## src/rtl/riscv_mem_arbiter_pkg.sv

```systemverilog
// ---------------------------------------------------------------------------
// riscv_mem_arbiter_pkg
//   Shared definitions for the instruction/data memory arbiter.
//   - VC_MEM_REQ_MSG_SZ(a, d) : request message width
//                               (type + addr + len + data).
//   - VC_MEM_RESP_MSG_SZ(d)   : response message width (type + len + data).
//   - req_id_e                : requester IDs, which are also the values
//                               stored in the tag queue (IMEM = 0, DMEM = 1).
//   Optional feature macro used by the arbiter: RISCV_MEM_ARBITER_RR_EN.
// ---------------------------------------------------------------------------
`ifndef RISCV_MEM_ARBITER_PKG_SV
`define RISCV_MEM_ARBITER_PKG_SV

`define VC_MEM_REQ_MSG_SZ(a_, d_) (1 + (a_) + $clog2((d_) / 8) + (d_))
`define VC_MEM_RESP_MSG_SZ(d_) (1 + $clog2((d_) / 8) + (d_))

package riscv_mem_arbiter_pkg;

    typedef enum logic {
        IMEM = 1'b0,
        DMEM = 1'b1
    } req_id_e;

    localparam int ADDR_W = 32;
    localparam int DATA_W = 32;

    // Round-robin choice when both sides request: the side that did not win last.
    function automatic req_id_e rr_other(input req_id_e last);
        return (last == IMEM) ? DMEM : IMEM;
    endfunction

endpackage

`endif

```

## src/rtl/riscv_mem_arbiter_tagq.sv

```systemverilog
// ---------------------------------------------------------------------------
// riscv_mem_arbiter_tagq
//   1-bit wide, p_depth deep FIFO holding the requester ID of every memory
//   request in flight. The memory returns responses in order, so the head
//   always names the owner of the next response.
// Ports:
//   clk, reset        : clock, synchronous active-high reset
//   push, push_id     : enqueue push_id (ignored when full)
//   pop               : dequeue head (ignored when empty)
//   full, empty, head : status and oldest stored ID
// ---------------------------------------------------------------------------
module riscv_mem_arbiter_tagq #(
    parameter int p_depth = 4
) (
    input  logic clk,
    input  logic reset,
    input  logic push,
    input  logic push_id,
    input  logic pop,
    output logic full,
    output logic empty,
    output logic head
);

    localparam int PTR_W = (p_depth > 1) ? $clog2(p_depth) : 1;
    localparam int CNT_W = $clog2(p_depth) + 1;
    localparam logic [PTR_W-1:0] PTR_LAST = PTR_W'(p_depth - 1);
    localparam logic [CNT_W-1:0] CNT_FULL = CNT_W'(p_depth);

    logic [p_depth-1:0] slots;
    logic [PTR_W-1:0]   rd_ptr;
    logic [PTR_W-1:0]   wr_ptr;
    logic [CNT_W-1:0]   count;
    logic               do_push;
    logic               do_pop;

    assign full    = (count == CNT_FULL);
    assign empty   = (count == '0);
    assign head    = slots[rd_ptr];
    assign do_push = push & ~full;
    assign do_pop  = pop & ~empty;

    always_ff @(posedge clk) begin
        if (reset) begin
            slots  <= '0;
            rd_ptr <= '0;
            wr_ptr <= '0;
            count  <= '0;
        end else begin
            if (do_push) begin
                slots[wr_ptr] <= push_id;
                wr_ptr        <= (wr_ptr == PTR_LAST) ? '0 : wr_ptr + PTR_W'(1);
            end
            if (do_pop) begin
                rd_ptr <= (rd_ptr == PTR_LAST) ? '0 : rd_ptr + PTR_W'(1);
            end
            case ({do_push, do_pop})
                2'b10:   count <= count + CNT_W'(1);
                2'b01:   count <= count - CNT_W'(1);
                default: count <= count;
            endcase
        end
    end

endmodule

```

## src/rtl/riscv_mem_arbiter.sv

```systemverilog
// ---------------------------------------------------------------------------
// riscv_mem_arbiter
//   Merges the instruction-side and data-side request streams onto one
//   memory port with zero added latency, and routes the in-order memory
//   responses back to whichever side issued the matching request.
//
//   Build option RISCV_MEM_ARBITER_RR_EN:
//     defined   : round-robin when both sides request (last_grant register)
//     undefined : fixed priority, dmem wins
//
// Ports:
//   clk, reset                      : clock, synchronous active-high reset
//   imemreq_msg/val/rdy             : instruction request in
//   imemresp_msg/val                : instruction response out (no rdy)
//   dmemreq_msg/val/rdy             : data request in
//   dmemresp_msg/val                : data response out (no rdy)
//   memreq_msg/val/rdy              : shared memory request out
//   memresp_msg/val                 : shared memory response in
//   resp_err                        : sticky, response seen with nothing
//                                     outstanding; cleared only by reset
// ---------------------------------------------------------------------------
module riscv_mem_arbiter
    import riscv_mem_arbiter_pkg::*;
#(
    parameter int p_depth = 4
) (
    input  logic                                    clk,
    input  logic                                    reset,

    input  logic [`VC_MEM_REQ_MSG_SZ(32,32)-1:0]    imemreq_msg,
    input  logic                                    imemreq_val,
    output logic                                    imemreq_rdy,
    output logic [`VC_MEM_RESP_MSG_SZ(32)-1:0]      imemresp_msg,
    output logic                                    imemresp_val,

    input  logic [`VC_MEM_REQ_MSG_SZ(32,32)-1:0]    dmemreq_msg,
    input  logic                                    dmemreq_val,
    output logic                                    dmemreq_rdy,
    output logic [`VC_MEM_RESP_MSG_SZ(32)-1:0]      dmemresp_msg,
    output logic                                    dmemresp_val,

    output logic [`VC_MEM_REQ_MSG_SZ(32,32)-1:0]    memreq_msg,
    output logic                                    memreq_val,
    input  logic                                    memreq_rdy,
    input  logic [`VC_MEM_RESP_MSG_SZ(32)-1:0]      memresp_msg,
    input  logic                                    memresp_val,

    output logic                                    resp_err
);

    req_id_e grant;
    logic    full;
    logic    empty;
    logic    head;
    logic    open;
    logic    fire;
    logic    resp_in;
    logic    pop;

    // Full comes from the registered count, so a pop in the same cycle does
    // not reopen the port until the next cycle. Reset gates every handshake.
    assign open = ~full & ~reset;

`ifdef RISCV_MEM_ARBITER_RR_EN
    req_id_e last_grant;

    always_comb begin
        grant = IMEM;
        if (imemreq_val & dmemreq_val) begin
            grant = rr_other(last_grant);
        end else if (dmemreq_val) begin
            grant = DMEM;
        end
    end

    always_ff @(posedge clk) begin
        if (reset) begin
            last_grant <= IMEM;
        end else if (fire) begin
            last_grant <= grant;
        end
    end
`else
    always_comb begin
        grant = dmemreq_val ? DMEM : IMEM;
    end
`endif

    assign memreq_val  = (imemreq_val | dmemreq_val) & open;
    assign memreq_msg  = (grant == DMEM) ? dmemreq_msg : imemreq_msg;
    assign imemreq_rdy = memreq_rdy & open & (grant == IMEM);
    assign dmemreq_rdy = memreq_rdy & open & (grant == DMEM);
    assign fire        = memreq_val & memreq_rdy;

    // Responses arriving while reset is held belong to a discarded history.
    assign resp_in      = memresp_val & ~reset;
    assign pop          = resp_in & ~empty;
    assign imemresp_val = pop & (req_id_e'(head) == IMEM);
    assign dmemresp_val = pop & (req_id_e'(head) == DMEM);
    assign imemresp_msg = memresp_msg;
    assign dmemresp_msg = memresp_msg;

    riscv_mem_arbiter_tagq #(
        .p_depth (p_depth)
    ) u_tagq (
        .clk     (clk),
        .reset   (reset),
        .push    (fire),
        .push_id (grant),
        .pop     (pop),
        .full    (full),
        .empty   (empty),
        .head    (head)
    );

    always_ff @(posedge clk) begin
        if (reset) begin
            resp_err <= 1'b0;
        end else if (resp_in & empty) begin
            resp_err <= 1'b1;
        end
    end

endmodule

```

## config.mk

```make
export PLATFORM = sky130hd
export DESIGN_NAME = riscv_mem_arbiter
export DESIGN_NICKNAME = d
export VERILOG_FILES = /design/src/rtl/riscv_mem_arbiter_pkg.sv /design/src/rtl/riscv_mem_arbiter_tagq.sv /design/src/rtl/riscv_mem_arbiter.sv
export SDC_FILE = /design/constraint.sdc
export NUM_CORES = 1
export LEC_CHECK = 0
export BUFFER_PORTS_ARGS = -buffer_cell sky130_fd_sc_hd__clkbuf_2
export CAP_MARGIN = 10
export CORE_AREA = 2 2 125 127
export DETAILED_ROUTE_END_ITERATION = 10
export DIE_AREA = 0 0 127 129
export GPL_TIMING_DRIVEN = 1
export PLACE_DENSITY_LB_ADDON = 0.1
export SYNTH_ARGS = -nofsm -noshare
export SYNTH_HDL_FRONTEND = slang
export SYNTH_HIERARCHICAL = 1
export SYNTH_SLANG_ARGS = --single-unit
```

## constraint.sdc

```tcl
create_clock -name clk -period 2.75 [get_ports clk]
set_input_delay 0.275 -clock clk [delete_from_list [all_inputs] [get_ports clk]]
set_output_delay 0.275 -clock clk [all_outputs]
set_load 0.005 [all_outputs]
```

**After elaboration in Yosys (flattened, before gate mapping)**

Index checks and enable logic that the tools add are counted.

- Add/subtract/negate cells: 4
- Order comparisons: 3
- Equality and inequality tests: 5
- Multiplexer cells: 10
- Bitwise gates (word level): 19
- Reductions and logical operators: 3

Operators by type and width:

| cell | number |
|---|---|
| $mux W67 | 1 |
| $and A1 B1 Y1 | 13 |
| $eq A2 B2 Y1 const B | 3 |
| $lt A2 B3 Y1 const B | 2 |
| $pmux W3 S2 | 1 |
| $not A1 Y1 | 5 |
| $add A2 B1 Y2 const B | 2 |
| $bwmux W4 | 1 |
| $mux W2 | 2 |
| $add A3 B1 Y3 const B | 1 |
| $eq A3 B3 Y1 const B | 1 |
| $logic_not A3 Y1 | 1 |
| $mux W1 | 3 |
| $sub A3 B1 Y3 const B | 1 |
| $bmux W1 S2 | 1 |
| $demux W1 S2 | 1 |
| $eq A2 B1 Y1 const B | 1 |
| $ge A2 B1 Y1 const B | 1 |
| $reduce_bool A2 Y1 | 1 |
| $logic_and A1 B1 Y1 | 1 |
| $or A1 B1 Y1 | 1 |

- Register bits after elaboration: 12
- Input port bits: 175
- Output and inout port bits: 143

**Logic depth before layout (Yosys ltp)**

- Depth after elaboration: 8
- Gate-level depth with buffers: 12
- Mapped depth without buffers: 11

**Modules after synthesis**

The synthesis kept the hierarchy.

By module, submodules not included:

| module | times used | cells an instance | area an instance (µm²) | sequential area each (µm²) |
|---|---|---|---|---|
| riscv_mem_arbiter | 1 | 158 | 1759.2 | 20.0 |
| riscv_mem_arbiter_tagq | 1 | 65 | 614.3 | 220.2 |

**Least setup slack after synthesis**

No wires, ideal clock.

- Path kind: register -> register
- From: register u_tagq.count[0]
- To: register u_tagq.count[2]
- Arrival: 2.510 ns
- Required time: 2.680 ns
- Setup slack: 0.170 ns
- Stages on the path, launching flop included: 13
- Buffers on the path: 1
- Clock period less this slack: 2.580 ns
- Cell sequence: dfxtp_1 -> or3b_1 -> buf_6 -> inv_1 -> or3b_1 -> nor2_1 -> nand2_1 -> ha_1 -> inv_1 -> fa_1 -> xor2_1 -> or3_2 -> a21oi_1

- Word-level cells in the longest chain between the ends: 8
- Elaborated cells between the ends (all ways): 16
- Those cells by class: add/sub: 2; eq/ne: 3; mux: 1; bitwise: 8; reduce/logical: 2

Ends and longest elaborated chain:

| item | RTL line | RTL |
|---|---|---|
| from (decl) | riscv_mem_arbiter_tagq.sv:33 | `logic [CNT_W-1:0] count;` |
| from (signal assigned) | riscv_mem_arbiter_tagq.sv:58 | `2'b10: count <= count + CNT_W'(1);` |
| from (signal assigned) | riscv_mem_arbiter_tagq.sv:59 | `2'b01: count <= count - CNT_W'(1);` |
| from (signal assigned) | riscv_mem_arbiter_tagq.sv:60 | `default: count <= count;` |
| $eq A3 B3 Y1 (*) | riscv_mem_arbiter_tagq.sv:37 | `assign full = (count == CNT_FULL);` |
| via full | riscv_mem_arbiter.sv:52 | `logic full;` |
| $not A1 Y1 (*) | riscv_mem_arbiter.sv:62 | `assign open = ~full & ~reset;` |
| $and A1 B1 Y1 (*) | riscv_mem_arbiter.sv:62 |  |
| $and A1 B1 Y1 (*) | riscv_mem_arbiter.sv:89 | `assign memreq_val = (imemreq_val \| dmemreq_val) & open;` |
| $and A1 B1 Y1 (*) | riscv_mem_arbiter.sv:93 | `assign fire = memreq_val & memreq_rdy;` |
| via fire | riscv_mem_arbiter.sv:56 | `logic fire;` |
| $and A1 B1 Y1 (*) | riscv_mem_arbiter_tagq.sv:40 | `assign do_push = push & ~full;` |
| $eq A2 B1 Y1 or $eq A2 B2 Y1 (tied branches) | riscv_mem_arbiter_tagq.sv:57 | `case ({do_push, do_pop})` |
| $pmux W3 S2 or $reduce_bool A2 Y1 (tied branches) | n/a |  |

The timed path passes the listed nets; every way through them passes the cells marked *.
A chain may end at the register's enable or synchronous reset.

**Worst setup path after layout**

- From: register u_tagq.count[2]
- To: register u_tagq.count[2]

The elaborated chain is that of the path after synthesis.

==> results.yml <==
worst_setup_path:
  path_max_fanout: 5
  critPathLaunchType: "register"
  rr_endpoint: "u_tagq/count[2]$_SDFFE_PP0P_"
  crit_family: "simple AND/OR/NAND/NOR gates"
  r2r_slack_ps: 250
  r2r_cells: 11
  end_kind: "register"
  path_cells: "or3b_1, inv_1, or3b_1, nor2_1, nand2_1, ha_1, inv_1, fa_1, xor2_1, or3_2, a21oi_1"
  critical_path_buf_inv_count: 2
  cp_slowest_cell: "or3_2"
  rr_startpoint: "u_tagq/count[2]$_SDFFE_PP0P_"
  worstPathArrival_ps: 2670
  path_class: "register to register"
  required_ps: 2920
  max_stage_delay_ps: 410
synth:
  ys_warn_count: 6
  synth_cell_types: 30
  synth_edf_count: 0
  syn_area_um2: 2370
  synth_seq_cells: 12
  seq_area_frac_synth: 0.101
  synth_fp_nets: 405
  ys_async_sr_fraction: 0
  avgSynthCellArea_um2: 10.6
  yosys_most_used_dff: "dfxtp_1"
  syn_inst: 223
cts:
  cts_tree: "yes"
  cts_made_buffers: 3
  cts_hold_buf: 0
  cts.sinks: 12
  cts-root-buf: "clkbuf_16"
  post_cts_buffers: 0
  clockBufferDepth: 2
  clkTransAtPathRegs_ps: 40
  htreeDepth: 1
  clkLatencyLatePin_ps: 240
  cts_resized: 0
sta:
  relSlewSlack: 0.611
  tightest_slew_ps: 583
  rsz0062_at_grt: "false"
  clock-skew-final_ps: 4.09
  period_share: 0.908
  final-hold-violation-count: 0
  fmax_ghz: 0.400
  finalHoldWorstSlack_ps: 285
  tns_ps: 0
  min_period_ps: 2500
  report.final.slew_viol_count: 0
  setup_viol: 0
die:
  initial_utilization: 0.158
  rows: 45
  ios: 318
  die-height_um: 129
  die_w_um: 127
  die_area_um2: 16400
  core_um2: 15000
placement:
  hpwl_um: 6710
  routabilityCongestion: 0.760
  io_buffers: 212
layout:
  layout_commonest_cell: "clkbuf_2"
  num-nets-final: 547
  final_cell_mix: "clkbuf_2 (211), mux2_4 (67), dfxtp_1 (12)"
  n_fill_cell: 1675
  drive_gt1_frac: 0.799
  num_antenna_cells: 0
  syn2layout_area_growth_pct: 31.6
power_and_ir_drop:
  peakVddDrop_v: 0.000252
  powerDensity_nw_per_um2: 283
  clock_power_share: 0.338
  switching_share: 0.260
  internal_power_uw: 655
  power.leakage_nw: 1.82
  p_seq_frac: 0.210
  finalPower_uw: 885
  switchingPower_uw: 230
  combPwrFrac: 0.452
run:
  drv_cap: 0
hold_path:
  hold_path_class: "input port to register"
  min_to: "resp_err$_SDFFE_PP0P_"
  hold_depth: 3
  worstHoldStart: "memresp_val"
route:
  drc: 0
  antenna_left: 0
  drt-total-wl_um: 7780
  top_layer_used: "met4"
  first_pass_iters: 4
  dr_wl_met3_um: 865
  detail_route.wl_per_cell_um: 14.1
  via_count: 2002
  wl_met2_um: 3760
  drt_iter0_markers: 59
  avgViaCountPerCell: 3.63
  met1_length_um: 3120
status:
  status: "complete, no violations"
global_route:
  grt_use_total: 0.0838
  grt_max_degree: 71
  grt_antenna_before_repair: 0
  grt_pass1_wl_um: 10800
  grt_pass1_vias: 1918
  grt_overflow_total: 0
-- routing by layer --
layer | GRT usage | vias up
met4 | 0.0123 | 0
li1 | - | 967
met5 | 0 | -
met2 | 0.144 | 148
met3 | 0.0378 | 2
met1 | 0.0987 | 885
-- worst max-delay path by stage --
stage / cells after the start / end / startpoint
finish: 11 / u_tagq/count[2]$_SDFFE_PP0P_ / u_tagq/count[2]$_SDFFE_PP0P_
global route: 10 / u_tagq/count[2]$_SDFFE_PP0P_ / u_tagq/count[0]$_SDFFE_PP0P_
CTS: 11 / u_tagq/count[2]$_SDFFE_PP0P_ / u_tagq/count[2]$_SDFFE_PP0P_
detailed placement: 11 / u_tagq/count[2]$_SDFFE_PP0P_ / u_tagq/count[2]$_SDFFE_PP0P_
global placement: 11 / u_tagq/count[2]$_SDFFE_PP0P_ / u_tagq/count[2]$_SDFFE_PP0P_
floorplan: 12 / u_tagq/count[2]$_SDFFE_PP0P_ / u_tagq/count[0]$_SDFFE_PP0P_
-- area by class of cell --
cell class,count,area (um2),share of cell area
inverters,9,33.8,0.0108
repair buffers,217,1110,0.356
flip-flops and latches,12,240,0.0769
clock buffers,4,88.8,0.0284
well taps,188,235,0.0753
multi-input cells,122,1410,0.452
-- power by group through the flow --
| stage | sequential (mW) | combinational (mW) | clock (mW) |
|---|---|---|---|
| floorplan | 0.188 | 0.301 | 0 |
| global placement | 0.189 | 0.408 | 0 |
| detailed placement | 0.189 | 0.406 | 0 |
| CTS | 0.186 | 0.409 | 0.310 |
| global route | 0.187 | 0.433 | 0.322 |
| finish | 0.186 | 0.400 | 0.299 |
-- cell usage after synthesis (2+ instances only) --
cell type  instances  area [um2]
inv_1              9        33.8
buf_12             6         120
or3_1              2        12.5
nand2b_1           3        18.8
buf_6              2        22.5
nor3_1             2        10.0
xor2_1             2        17.5
ha_1               6        75.1
nand2_1            4        15.0
a21oi_1            4        20.0
o21ai_0            2        10.0
nand3_1            4        20.0
or3b_1             2        17.5
nor2_1             9        33.8
mux2i_1            5        50.1
mux2_4            67        1010
dfxtp_1           12         240
buf_4             70         526
-- worst min-delay path, stage by stage --
cell      delay [ps]
clkbuf_2          80
a21oi_1           50
nor2_1            70
-- flip-flops by register name, indices dropped and copies added, names as in the netlist --
register / count
u_tagq/wr_ptr: 2
u_tagq/count: 3
resp_err: 1
u_tagq/slots: 4
u_tagq/rd_ptr: 2
-- stage by stage --
step           utilization  worst slack (ps)  cells  cell area (um2)
2_1_floorplan            -               170    223             2370
3_3_place_gp         0.203               260    548             3040
3_5_place_dp         0.203               230    548             3040
4_1_cts              0.209               214    552             3120
5_1_grt              0.209              19.7    552             3120
6_report             0.209               252    552             3120
-- logic make-up after synthesis --
group	Yosys count	synth area share
adders and majority gates	7	0.0401
xor gates and xnor gates	2	0.00738
muxes	73	0.454
AOI/OAI and AO/OA	9	0.0232
DFF	12	0.101
buffers and inverters	89	0.304
and+or+nand+nor	31	0.0701
Note: power is estimated with default switching activity, not from simulation.
